### config.mk
export PLATFORM = sky130hd
export DESIGN_NAME = ex_muldiv
export DESIGN_NICKNAME = d
export VERILOG_FILES = /design/src/rtl/ex_muldiv.sv
export SDC_FILE = /design/constraint.sdc
export NUM_CORES = 1
export LEC_CHECK = 0
export BUFFER_PORTS_ARGS = -buffer_cell sky130_fd_sc_hd__buf_2
export CAP_MARGIN = 20
export CORE_MARGIN = 5
export CORE_UTILIZATION = 36
export CTS_CLUSTER_DIAMETER = 80
export CTS_CLUSTER_SIZE = 16
export DETAILED_ROUTE_END_ITERATION = 12
export GPL_TIMING_DRIVEN = 1
export MAX_ROUTING_LAYER = met4
export PLACE_DENSITY = 0.62
export SETUP_SLACK_MARGIN = 0.2
export SLEW_MARGIN = 20
export SYNTH_ARGS = -nofsm -noshare
export SYNTH_HDL_FRONTEND = slang
export SYNTH_SLANG_ARGS = --single-unit
### constraint.sdc
create_clock -name clk -period 5.65 [get_ports clk]
set_clock_uncertainty 0.1 [all_clocks]
set_input_delay 0 -clock clk [delete_from_list [all_inputs] [get_ports clk]]
set_output_delay 0 -clock clk [all_outputs]
set_load 0.005 [all_outputs]
### src/rtl/ex_muldiv.sv
//==============================================================================
// Module      : ex_muldiv
// Description : Iterative RV32M multiply/divide unit beside the execute stage.
//               Shift-add multiply (2*DATA_W-bit product) and restoring
//               shift-subtract divide, one bit per cycle, with a start/done
//               handshake, PC hold request and flush support.
// Optional    : EX_MULDIV_FAST_SPECIAL_EN - divide by zero, signed overflow
//               or a zero multiply operand completes IDLE -> DONE directly.
// Ports       : clk, rst (async, active high)
//               start_i, op_i[2:0], rs1_rdata, rs2_rdata, rd_waddr, flush_i
//               busy_o, hold_o, done_o, rd_waddr_o, rd_wdata_o
// Revision    : 1.0 - initial release
//==============================================================================
`default_nettype none

module ex_muldiv #(
    parameter int DATA_W     = 32,
    parameter int REG_ADDR_W = 5
) (
    input  logic                  clk,
    input  logic                  rst,
    input  logic                  start_i,
    input  logic [2:0]            op_i,
    input  logic [DATA_W-1:0]     rs1_rdata,
    input  logic [DATA_W-1:0]     rs2_rdata,
    input  logic [REG_ADDR_W-1:0] rd_waddr,
    input  logic                  flush_i,
    output logic                  busy_o,
    output logic                  hold_o,
    output logic                  done_o,
    output logic [REG_ADDR_W-1:0] rd_waddr_o,
    output logic [DATA_W-1:0]     rd_wdata_o
);

    localparam int CNT_W = $clog2(DATA_W + 1);
    localparam logic [CNT_W-1:0] CNT_LAST = CNT_W'(DATA_W - 1);
    localparam logic [DATA_W-1:0] MIN_NEG = {1'b1, {(DATA_W-1){1'b0}}};

    typedef enum logic [1:0] {
        IDLE = 2'd0,
        CALC = 2'd1,
        DONE = 2'd2
    } state_t;

    state_t state, state_next;

    // Latched operation context
    logic [2:0]            op_q;
    logic [REG_ADDR_W-1:0] rd_q;
    logic                  neg_q;       // negate the final magnitude
    logic                  div_zero_q;
    logic                  ovf_q;
    logic [DATA_W-1:0]     dividend_q;  // raw rs1, needed by the overrides
    logic [DATA_W-1:0]     opnd_q;      // multiplicand or divisor magnitude
    logic [DATA_W-1:0]     acc_hi;      // product high half / partial remainder
    logic [DATA_W-1:0]     acc_lo;      // multiplier bits / dividend->quotient
    logic [CNT_W-1:0]      cnt;

    // Special-case result shared by the fast path and the end-of-run override.
    // A zero multiply operand falls through to 0.
    function automatic logic [DATA_W-1:0] special_result(
        input logic              is_rem,
        input logic [DATA_W-1:0] dividend,
        input logic              div_zero,
        input logic              ovf
    );
        logic [DATA_W-1:0] res;
        res = '0;
        if (div_zero)
            res = is_rem ? dividend : '1;
        else if (ovf)
            res = is_rem ? '0 : dividend;
        return res;
    endfunction

    //--------------------------------------------------------------------------
    // Issue-side decode of the incoming operands
    //--------------------------------------------------------------------------
    logic              in_signed_a, in_signed_b;
    logic              in_neg_a, in_neg_b;
    logic [DATA_W-1:0] in_abs_a, in_abs_b;
    logic              in_div_zero, in_ovf, in_mul_zero, in_special;
    logic              launch;

    always_comb begin
        in_signed_a = !(op_i == 3'b011 || op_i == 3'b101 || op_i == 3'b111);
        in_signed_b = in_signed_a && (op_i != 3'b010);
        in_neg_a    = in_signed_a && rs1_rdata[DATA_W-1];
        in_neg_b    = in_signed_b && rs2_rdata[DATA_W-1];
        in_abs_a    = in_neg_a ? (~rs1_rdata + 1'b1) : rs1_rdata;
        in_abs_b    = in_neg_b ? (~rs2_rdata + 1'b1) : rs2_rdata;
        in_div_zero = op_i[2] && (rs2_rdata == '0);
        in_ovf      = op_i[2] && in_signed_b && (rs1_rdata == MIN_NEG) &&
                      (rs2_rdata == '1);
        in_mul_zero = !op_i[2] && ((rs1_rdata == '0) || (rs2_rdata == '0));
        in_special  = in_div_zero || in_ovf || in_mul_zero;
    end

    assign launch = (state == IDLE) && start_i && !flush_i;

    //--------------------------------------------------------------------------
    // One iteration step of the shared datapath
    //--------------------------------------------------------------------------
    logic [DATA_W:0]   mul_sum;
    logic [DATA_W:0]   div_shift;
    logic [DATA_W:0]   div_trial;
    logic [DATA_W-1:0] step_hi, step_lo;

    always_comb begin
        mul_sum   = {1'b0, acc_hi} + (acc_lo[0] ? {1'b0, opnd_q} : '0);
        div_shift = {acc_hi, acc_lo[DATA_W-1]};
        div_trial = div_shift - {1'b0, opnd_q};
        if (!op_q[2]) begin
            step_hi = mul_sum[DATA_W:1];
            step_lo = {mul_sum[0], acc_lo[DATA_W-1:1]};
        end else if (!div_trial[DATA_W]) begin
            // Trial subtraction did not borrow: keep it, quotient bit 1
            step_hi = div_trial[DATA_W-1:0];
            step_lo = {acc_lo[DATA_W-2:0], 1'b1};
        end else begin
            step_hi = div_shift[DATA_W-1:0];
            step_lo = {acc_lo[DATA_W-2:0], 1'b0};
        end
    end

    //--------------------------------------------------------------------------
    // Sign fix-up and result selection from the final step
    //--------------------------------------------------------------------------
    logic [2*DATA_W-1:0] prod_s;
    logic [DATA_W-1:0]   quot_s, rem_s, final_res;

    always_comb begin
        prod_s = neg_q ? (~{step_hi, step_lo} + 1'b1) : {step_hi, step_lo};
        quot_s = neg_q ? (~step_lo + 1'b1) : step_lo;
        rem_s  = neg_q ? (~step_hi + 1'b1) : step_hi;
        if (div_zero_q || ovf_q)
            final_res = special_result(op_q[1], dividend_q, div_zero_q, ovf_q);
        else if (op_q[2])
            final_res = op_q[1] ? rem_s : quot_s;
        else if (op_q[1:0] == 2'b00)
            final_res = prod_s[DATA_W-1:0];
        else
            final_res = prod_s[2*DATA_W-1:DATA_W];
    end

    //--------------------------------------------------------------------------
    // FSM
    //--------------------------------------------------------------------------
    always_ff @(posedge clk or posedge rst) begin
        if (rst)
            state <= IDLE;
        else
            state <= state_next;
    end

    always_comb begin
        state_next = state;
        case (state)
            IDLE: begin
                if (launch) begin
`ifdef EX_MULDIV_FAST_SPECIAL_EN
                    state_next = in_special ? DONE : CALC;
`else
                    state_next = CALC;
`endif
                end
            end
            CALC: begin
                if (flush_i)
                    state_next = IDLE;
                else if (cnt == CNT_LAST)
                    state_next = DONE;
            end
            DONE:    state_next = IDLE;
            default: state_next = IDLE;
        endcase
    end

    assign busy_o = (state == CALC);
    assign hold_o = launch || (state == CALC);
    assign done_o = (state == DONE);

    //--------------------------------------------------------------------------
    // Datapath and output registers
    //--------------------------------------------------------------------------
    always_ff @(posedge clk or posedge rst) begin
        if (rst) begin
            op_q       <= '0;
            rd_q       <= '0;
            neg_q      <= 1'b0;
            div_zero_q <= 1'b0;
            ovf_q      <= 1'b0;
            dividend_q <= '0;
            opnd_q     <= '0;
            acc_hi     <= '0;
            acc_lo     <= '0;
            cnt        <= '0;
            rd_waddr_o <= '0;
            rd_wdata_o <= '0;
        end else if (launch) begin
            op_q       <= op_i;
            rd_q       <= rd_waddr;
            // Remainder follows the dividend; product/quotient follow the XOR
            neg_q      <= (op_i[2] && op_i[1]) ? in_neg_a : (in_neg_a ^ in_neg_b);
            div_zero_q <= in_div_zero;
            ovf_q      <= in_ovf;
            dividend_q <= rs1_rdata;
            opnd_q     <= op_i[2] ? in_abs_b : in_abs_a;
            acc_hi     <= '0;
            acc_lo     <= op_i[2] ? in_abs_a : in_abs_b;
            cnt        <= '0;
`ifdef EX_MULDIV_FAST_SPECIAL_EN
            if (in_special) begin
                rd_waddr_o <= rd_waddr;
                rd_wdata_o <= special_result(op_i[1], rs1_rdata, in_div_zero, in_ovf);
            end
`endif
        end else if (state == CALC && !flush_i) begin
            acc_hi <= step_hi;
            acc_lo <= step_lo;
            cnt    <= cnt + 1'b1;
            if (cnt == CNT_LAST) begin
                rd_waddr_o <= rd_q;
                rd_wdata_o <= final_res;
            end
        end
    end

endmodule

`default_nettype wire

### Word-level counts from Yosys, hierarchy flattened

Index checks and enable logic that the tools add are counted.

* register bits: 184
* input bits: 76
* word-level logic and storage cells: 93
* output and inout port bits: 40

* mux-type cells: 31
* equal/unequal tests: 11
* add/sub/neg operators: 8
* bitwise gates (word level): 7
* reductions and logical operators: 23

Operator list (number)
* 32-bit two-way mux: 22
* 32-bit by 1-bit adder with 32-bit output (second input constant): 4
* 32-bit inverter: 4
* 64-bit by 1-bit adder with 64-bit output (second input constant): 1
* 32-bit == test (second input constant): 2
* 64-bit two-way mux: 1
* 64-bit inverter: 1
* 32-bit by 32-bit adder with 33-bit output: 1
* 33-bit by 32-bit subtractor with 33-bit output: 1
* 32-bit logical NOT: 1
* 6-bit two-way mux: 2
* 1-bit logical AND: 11
* 6-bit by 1-bit adder with 6-bit output (second input constant): 1
* 3-bit == test (second input constant): 2
* 6-bit by 5-bit == test with 1-bit output (second input constant): 1
* 2-bit two-way mux: 3
* 3-bit by 2-bit inequality test with 1-bit output (second input constant): 2
* 2-bit logical NOT: 2
* 1-bit logical OR: 4
* 2-bit case mux with 2 select lines: 1
* 3-bit by 2-bit == test with 1-bit output (second input constant): 1
* 3-bit AND reduction: 1
* 2-bit by 1-bit == test with 1-bit output (second input constant): 1
* 2-bit == test (second input constant): 1
* 7 further kinds: 9

### Longest topological paths before layout

Gate-level depths: netlist of run 1.

* word-level depth: 9
* depth in mapped cells: 24
* gate-level depth less buffers: 23

### Least setup slack after synthesis of run 1

OpenSTA, ideal clock, no wires.

* path kind: flip-flop to flip-flop
* from: reg opnd_q[0]
* to: reg rd_wdata_o[18]
* arrival time: 4.988 ns
* required time: 5.485 ns
* setup slack: 0.498 ns
* setup time: 0.065 ns
* cell stages (with the launch flop): 24
* buffers on the path: 2
* period minus slack after synthesis: 5.152 ns
* cell sequence: dfrtp_1 -> ha_1 -> fa_1 -> nand2b_1 -> a21oi_2 -> o211ai_2 -> a21bo_4 -> a21oi_2 -> buf_4 -> nor3_1 -> nor2_1 -> ha_1 -> o21ai_0 -> nor3_1 -> nand3_1 -> or3_1 -> nor2_1 -> nor2_1 -> or4_1 -> buf_2 -> o21ai_2 -> xor2_1 -> a221oi_1 -> o21a_1

* cells in the longest elaborated chain, start to end: 9
* elaborated cells between the ends (all ways): 20
* those cells by class: 5 x add/sub; 12 x mux; 3 x bitwise

Ends and longest elaborated chain
* from (decl): line 54 `logic [DATA_W-1:0] opnd_q;`
* from (signal assigned): line 208 `opnd_q <= op_i[2] ? in_abs_b : in_abs_a;`
* 33-bit by 32-bit subtractor with 33-bit output or 32-bit two-way mux (tied branches): line 112, 110
* 1-bit two-way mux, or another cell as far along: line 116 `end else if (!div_trial[DATA_W]) begin`
* 32-bit two-way mux: line 113 `if (!op_q[2]) begin`
* 64-bit inverter, or another cell as far along: line 133 `prod_s = neg_q ? (~{step_hi, step_lo} + 1'b1) : {step_hi, step_lo};`
* 64-bit by 1-bit adder with 64-bit output, or another cell as far along: line 133
* 64-bit two-way mux, or another cell as far along: line 133
* 32-bit two-way mux, on equally long branches: line 140, 139
* 32-bit two-way mux (*): line 138 `else if (op_q[2])`
* 32-bit two-way mux (*): line 136 `if (div_zero_q || ovf_q)`
* to (signal assigned): line 224 `rd_wdata_o <= final_res;`
* to (decl): line 32 `output logic [DATA_W-1:0] rd_wdata_o`

Mark *: on every way between the ends. The rest lies on a longest branch, timed or not.
A chain may end at the register's enable or synchronous reset.

### Final worst setup path of run 1

* from: reg acc_lo[31]
* to: reg rd_wdata_o[16]

* cells in the longest elaborated chain, start to end: 9
* elaborated cells between the ends (all ways): 18
* those cells by class: 4 x add/sub; 11 x mux; 3 x bitwise

Ends and longest elaborated chain
* from (decl): line 56 `logic [DATA_W-1:0] acc_lo;`
* from (signal assigned): line 210 `acc_lo <= op_i[2] ? in_abs_a : in_abs_b;`
* from (signal assigned): line 220 `acc_lo <= step_lo;`
* 33-bit by 32-bit subtractor with 33-bit output: line 112 `div_trial = div_shift - {1'b0, opnd_q};`
* 1-bit two-way mux or 32-bit two-way mux (tied branches): line 116
* 32-bit two-way mux: line 113
* 64-bit inverter, or another cell as far along: line 133
* 64-bit by 1-bit adder with 64-bit output, or another cell as far along: line 133
* 64-bit two-way mux, or another cell as far along: line 133
* 32-bit two-way mux, on equally long branches: line 140, 139
* 32-bit two-way mux (*): line 138
* 32-bit two-way mux (*): line 136

Marks and branches as above.

==> results of run 1 <==
## placed cells by master (no fill, tap or decap), drive strengths merged, types with 9 or more instances in the layout
| cell type | n |
|---|---|
| inv | 76 |
| a221oi | 20 |
| a31oi | 30 |
| nand2b | 24 |
| o21a | 10 |
| nand2 | 364 |
| nor2 | 202 |
| o21ai | 254 |
| and3 | 16 |
| and2 | 50 |
| o22ai | 9 |
| mux2 | 13 |
| a211oi | 24 |
| or3 | 21 |
| or4 | 15 |
| o221ai | 20 |
| mux2i | 42 |
| dfrtp | 184 |
| o31ai | 30 |
| nor4 | 24 |
| a311oi | 9 |
| dlygate4sd3 | 71 |
| a21o | 22 |
| xnor2 | 91 |
| o41ai | 15 |
| nand3 | 43 |
| ha | 70 |
| a21oi | 197 |
| nand4 | 39 |
| clkbuf | 17 |
| o211ai | 56 |
| or2 | 11 |
| nor3 | 61 |
| o21bai | 11 |
| nor2b | 9 |
| buf | 233 |
| a22o | 12 |
| xor2 | 82 |
| a2111oi | 9 |
## area by class of cell
type	instances	area [µm²]	share of cell area (%)
sequential	184	4610	21.8
timing repair buffer	304	2190	10.4
inverter	72	278	1.32
multi-input combinational	2002	12600	59.5
clock buffer	17	425	2.02
antenna	1	2.50	0.0119
clock inverter	15	208	0.984
tap	664	831	3.94
## power groups by stage
stage	Clock (W)	Sequential, W	Combinational, W
floorplan	0	0.00182	0.00483
global placement	0	0.00198	0.00745
global route	0.00139	0.00202	0.00832
CTS	0.00134	0.00197	0.00754
finish	0.00132	0.00199	0.00785
detailed placement	0	0.00199	0.00746
## metrics by stage
stage | hold slack (ps) | power [W] | area, µm² | worst slack, ps
2_1_floorplan | 5.44 | 0.00665 | 17900 | 498
3_3_place_gp | 90.7 | 0.00943 | 19600 | 410
3_5_place_dp | 104 | 0.00945 | 19600 | 348
4_1_cts | 3.17 | 0.0108 | 20900 | 332
5_1_grt | 47.2 | 0.0117 | 21100 | 193
6_report | 26.5 | 0.0112 | 21100 | 374
## sequential cells by signal (all words and copies together) (netlist names)
name,flops
acc_hi,32
acc_lo,32
cnt,6
div_zero_q,1
dividend_q,32
neg_q,1
op_q,3
opnd_q,32
ovf_q,1
rd_q,5
rd_waddr_o,5
rd_wdata_o,32
state,2
## cell families after synthesis
kind of cell    count (synthesis)  synth area share (%)
flops                         184                  25.7
xor+xnor                      173                  8.47
mux                            55                  3.17
buf+inv                       215                  4.82
fa+ha+maj                      72                  5.12
compound gates                790                  28.6
simple gates                  912                  24.1
## what timing repair did
item | 4_1_cts | 5_1_grt
buffers inserted | 0 | 2
setup endpoints to repair | 0 | 15
hold endpoints to repair | 201 | 32
hold buffers | 70 | 1
resized for setup | 0 | 26
## cells in the mapped netlist, types with 19 or more instances
master	number
nand3_1	43
nor3_1	59
ha_1	70
nand2b_1	24
a21oi_1	191
a221oi_1	19
buf_2	22
o211ai_1	55
nor4_1	24
mux2i_1	42
and2_1	50
nand2_1	362
a31oi_1	30
clkbuf_1	103
nand4_1	39
a21o_1	22
inv_1	70
dfrtp_1	184
o21ai_0	231
o31ai_1	29
or3_1	21
o221ai_1	20
xnor2_1	91
a211oi_1	23
nor2_1	202
xor2_1	82
## worst max path at each step
stage / startpoint / end / slack [ps] / cells after the start
floorplan: opnd_q[0]$_DFFE_PP0P_ / rd_wdata_o[18]$_DFFE_PP0P_ / 500 / 23
global placement: acc_hi[11]$_DFFE_PP0P_ / rd_wdata_o[25]$_DFFE_PP0P_ / 410 / 19
detailed placement: acc_hi[8]$_DFFE_PP0P_ / rd_wdata_o[29]$_DFFE_PP0P_ / 350 / 19
CTS: acc_hi[8]$_DFFE_PP0P_ / rd_wdata_o[29]$_DFFE_PP0P_ / 330 / 19
global route: acc_hi[16]$_DFFE_PP0P_ / rd_wdata_o[24]$_DFFE_PP0P_ / 190 / 21
finish: acc_lo[31]$_DFFE_PP0P_ / rd_wdata_o[16]$_DFFE_PP0P_ / 370 / 20
## worst min-delay path: stages
cell,delay (ps)
buf_2,120
nor2_1,60
buf_4,240
nand2_1,100
nand2_1,50
## metal layers
metal | vias up | wire (µm)
li1 | 9126 | -
met1 | 9786 | 33900
met2 | 1110 | 37000
met3 | 192 | 7980
met4 | 0 | 3330
met5 | - | 0
==> run summary, run 1 <==
Leakage power = 9.00 nW
Post-route setup TNS = 0 ps
Clock Latency Late Sink = 490 ps
Chip Width = 233 µm
Final cell count without fillers = 3259
Drt drc = 0
Layout cells sized above 1 = 13.8%
Crit-path cells = inv_1 -> ha_1 -> fa_1 -> nand2b_1 -> a21oi_2 -> o211ai_2 -> buf_4 -> a21boi_2 -> nor3_4 -> buf_4 -> o21ai_0 -> a31oi_1 -> buf_4 -> nor4_1 -> nand4_1 -> buf_4 -> or3_1 -> a21oi_1 -> nand3_1 -> a41oi_1
Sw frac = 55.1%
Post-synth EDFFs = 0
Worst R2R Path Depth = 20
Clk pwr share = 11.8%
Worst slew margin = 30.0%
GR peak layer = met2
# nets final = 2729
Hold Path End = state[0]$_DFFE_PP0P_
Synth cell types = 95
Drt total wl = 82.2 mm
Hold Crit Start = flush_i
Boundary pin count = 116
Final Util = 43.0%
Met1 usage = 40.1%
# fillers = 5058
Die height = 233 µm
Period utilization = 93.4%
Number of max-cap violations = 0
Worst-Margin Slew = 1050 ps
Largest area contributor in the netlist = dfrtp_1
Reg2reg end = rd_wdata_o[16]$_DFFE_PP0P_
Gr usage total = 30.3%
Most used cell, CP = buf_4
Clk sinks = 184
Cell Pwr Density = 529 nW/µm²
CTS root buffer = clkbuf_16
RSZ-0062 raised after global routing = no
CTS tree = done
CTS H-tree lvls = 4
Die ar. = 54300 µm²
Clock-pin slew on the worst setup and hold paths = 80 ps
Area grow syn2layout = 18.0%
Slowest CP cell = nor4_1
First-pass GRT wire length = 122 mm
Post-route ant nets = 0
Comb power frac = 70.3%
Primary FF master, synth = dfrtp_1
Post-Syn Area = 17900 µm²
Ranking of synthesized cells by area = dfrtp_1 26%, nand2_1 7.6%, o21ai_0 6.5%
DR vias = 20.2k
Post-synth top area share = 25.7%
Largest net degree at the start of global routing = 131
CP Buf/Inv Count = 5
Avg Cell Area, Syn = 7.45 µm²
Initial antenna violation count = 5
Cell-internal power = 0.00501 W
Post-DR wirelength/cell = 25.2 µm
DRC marker count from the first detailed-route iteration = 2548
Final Slew Violations = 0
Total gr overflow = 0
CP Max Fanout = 10
Final setup violation count = 0
R2R Setup Slk = 370 ps
Number of global-route vias before repair = 19.0k
Routability Congestion = 1.11
Hold Crit Depth = 5
Critical Path RT = 5930 ps
Min cycle time layout = 5280 ps
Critical R2R Launch = acc_lo[31]$_DFFE_PP0P_
Status = completed
Startpoint types = flop
Placed cell count = 3152
Sw power = 0.00615 W
CP Class = flop to flop
Port Buf Inserts = 115
F_max = 190 MHz
Worst path max stage delay = 450 ps
Routing usage on met3 = 5.61%
Post-synthesis sequential area ratio = 25.7%
Num rows = 81
CP Data Arrival Time = 5550 ps
CP top delay family = compound AO/OA/AOI/OAI gates
Cells after Synth = 2401
Worst setup EP type = flop
Drt first pass iters = 6
Register share of total power = 17.8%
Post-Syn Nets = 2549
Grt met2 use = 47.1%
Min-delay worst type = input port to flop
Peak VDD IR = 272 µV
Core Footprint = 49100 µm²
Bufs on Longest Clock Path = 2
Flops & latches, synth = 184
Starting density of the core = 36.5%
Number of synthesis warnings = 0
Vias/cell = 6.20
Synth async-reset ratio = 100%
Final hold viol count = 0
Hpwl dp = 63.6 mm
CTS buffer count = 17
No activity file was read; power rests on OpenSTA's default activity.
==> run 2, diff against run 1 <==
Settings changed: CORE_UTILIZATION 36 to 41, PLACE_DENSITY 0.62 to 0.68, SETUP_SLACK_MARGIN 0.2 to not set.
==> run 2 against run 1 <==
  * The flow now finishes with violations (hold timing)
  * Fmax decreased by 4.8%
  * Total power decreased by 3.3%
  * Worst hold slack got worse by 29 ps
  * Combinational power decreased by 3.8%
  * Register-to-register slack got worse by 270 ps
  * Critical path type unchanged
  * Critical endpoint is now rd_wdata_o[25]$_DFFE_PP0P_
==> run summary, run 2 (synthesized netlist as in run 1, its figures left out) <==
Status = complete, but fails checks
Failing checks = hold timing
Layout cells sized above 1 = 12.9%
Min cycle time layout = 5540 ps
CP Max Fanout = 18
Final setup violation count = 0
Slowest CP cell = o41ai_1
Pre-CTS WS = -334 ps
Drt first pass iters = 7
CP Class = flop to flop
DR vias = 20.1k
Min-delay worst type = input port to flop
Most frequent cells in the layout = 362 x nand2_1, 230 x o21ai_0, 200 x nor2_1, 190 x a21oi_1, 181 x dfrtp_1
Critical Path RT = 5920 ps
Cell Pwr Density = 520 nW/µm²
Clock-pin slew on the worst setup and hold paths = 80 ps
Area grow syn2layout = 16.2%
Initial antenna violation count = 3
CTS H-tree lvls = 4
Design Power = 0.0108 W
Placed cell count = 3065
Gr usage total = 33.3%
Starting density of the core = 41.5%
CP Data Arrival Time = 5810 ps
Most used cell, CP = xnor2_1
Boundary pin count = 116
Worst-Margin Slew = 965 ps
Final hold viol count = 1
Clock Latency Late Sink = 470 ps
Clk sinks = 184
First-pass GRT wire length = 118 mm
F_max = 180 MHz
DRC marker count from the first detailed-route iteration = 2614
Post-CTS setup buffers = 0
Bufs on Longest Clock Path = 2
Most common library cell in the layout ignoring fill and taps = nand2_1
CP Buf/Inv Count = 1
Largest net degree at the start of global routing = 112
Die height = 219 µm
Drt total wl = 79.3 mm
Number of max-cap violations = 0
Post-route ant nets = 0
Final setup margin = 108 ps
Crit-path cells = buf_4 -> and2_1 -> ha_1 -> nand4_1 -> a2111oi_4 -> o41ai_2 -> o211ai_1 -> xnor2_1 -> nor2_1 -> nor4b_2 -> nand3_1 -> o41ai_1 -> xnor2_1 -> o221ai_1 -> o21a_1
# nets final = 2715
Min Hold Slack = -2.13 ps
Final cell count without fillers = 3167
Worst path max stage delay = 630 ps
Worst setup EP type = flop
Final Slew Violations = 0
R2R Setup Slk = 110 ps
Die ar. = 47900 µm²
CTS buffer count = 17
Port Buf Inserts = 115
Post-DR wirelength/cell = 25.0 µm
Period utilization = 98.1%
RSZ-0062 raised after global routing = no
Leakage power = 8.91 nW
Peak VDD IR = 319 µV
Num rows = 76
Vias/cell = 6.34
Routability Congestion = 1.12
Total gr overflow = 0
Startpoint types = flop
CTS root buffer = clkbuf_16
Core Footprint = 43100 µm²
CTS tree = done
# fillers = 4258
Drt drc = 0
Placement Cell Area = 19500 µm²
Worst slew margin = 35.0%
Chip Width = 219 µm
Number of global-route vias before repair = 18.8k
Hpwl dp = 61.6 mm
CP top delay family = compound AO/OA/AOI/OAI gates
Final instance area = 20800 µm²
[run 2: changes by cell type in the layout (fill, tap and decap cells not counted), moves of 5 or more]
cell / previous run / this run
inv_8: 3 / 8
buf_4: 117 / 106
ha_1: 65 / 70
clkinv_8: 6 / 1
[run 2: final cells by class]
| type | count | area, µm² | area share (%) |
|---|---|---|---|
| diodes | 2 | 5.00 | 0.0241 |
| well taps | 585 | 732 | 3.52 |
| clock buffers | 17 | 425 | 2.05 |
| inverters | 72 | 278 | 1.34 |
| repair buffers | 290 | 2070 | 9.97 |
| clock inverters | 15 | 153 | 0.735 |
| multi-input cells | 2002 | 12500 | 60.2 |
| flip-flops and latches | 184 | 4610 | 22.2 |
[run 2: power breakdown]
group | internal [W] | switching (W) | total [W]
logic | 0.00266 | 0.00489 | 0.00755
clock network | 0.000593 | 0.000645 | 0.00124
registers | 0.00160 | 0.000410 | 0.00201
total | 0.00485 | 0.00594 | 0.0108
[run 2: final timing paths]
check	depth (start not counted)	startpoint	to
setup / recovery	15	acc_lo[0]$_DFFE_PP0P_	rd_wdata_o[25]$_DFFE_PP0P_
hold / removal	4	rs2_rdata[19]	acc_lo[19]$_DFFE_PP0P_
setup reg to reg	15	acc_lo[0]$_DFFE_PP0P_	rd_wdata_o[25]$_DFFE_PP0P_
hold reg to reg	2	dividend_q[21]$_DFFE_PP0P_	dividend_q[21]$_DFFE_PP0P_
max in group asynchronous	4	rst	op_q[2]$_DFFE_PP0P_
min in group asynchronous	3	rst	rd_wdata_o[23]$_DFFE_PP0P_
[run 2: stage by stage]
step | TNS [ps] | util, %
global placement | -1620 | 45.2
global route | 0 | 48.2
CTS | 0 | 48.1
floorplan | 0 | -
detailed placement | -882 | 45.2
finish | 0 | 48.2
[run 2: repair_timing]
| action | in CTS | in global routing |
|---|---|---|
| gates resized for setup | 3 | 8 |
| hold endpoints to repair | 152 | 0 |
| endpoints found under the setup margin | 4 | 13 |
| hold buffers | 68 | 0 |
| cloned | 0 | 0 |
[run 2: tightest hold or removal path, delay by kind of cell]
kind / cells / cell delay [ps]
AOI/OAI and AO/OA: 2 / 300
buffers and inverters: 1 / 110
xor gates and xnor gates: 1 / 90
[run 2: metal layers]
metal | track usage, % | vias up | wire length (µm)
met5 | - | - | 0
li1 | - | 9096 | -
met4 | 14.7 | 0 | 4270
met3 | 5.64 | 259 | 7620
met1 | 44.0 | 9531 | 32500
met2 | 50.2 | 1188 | 34900
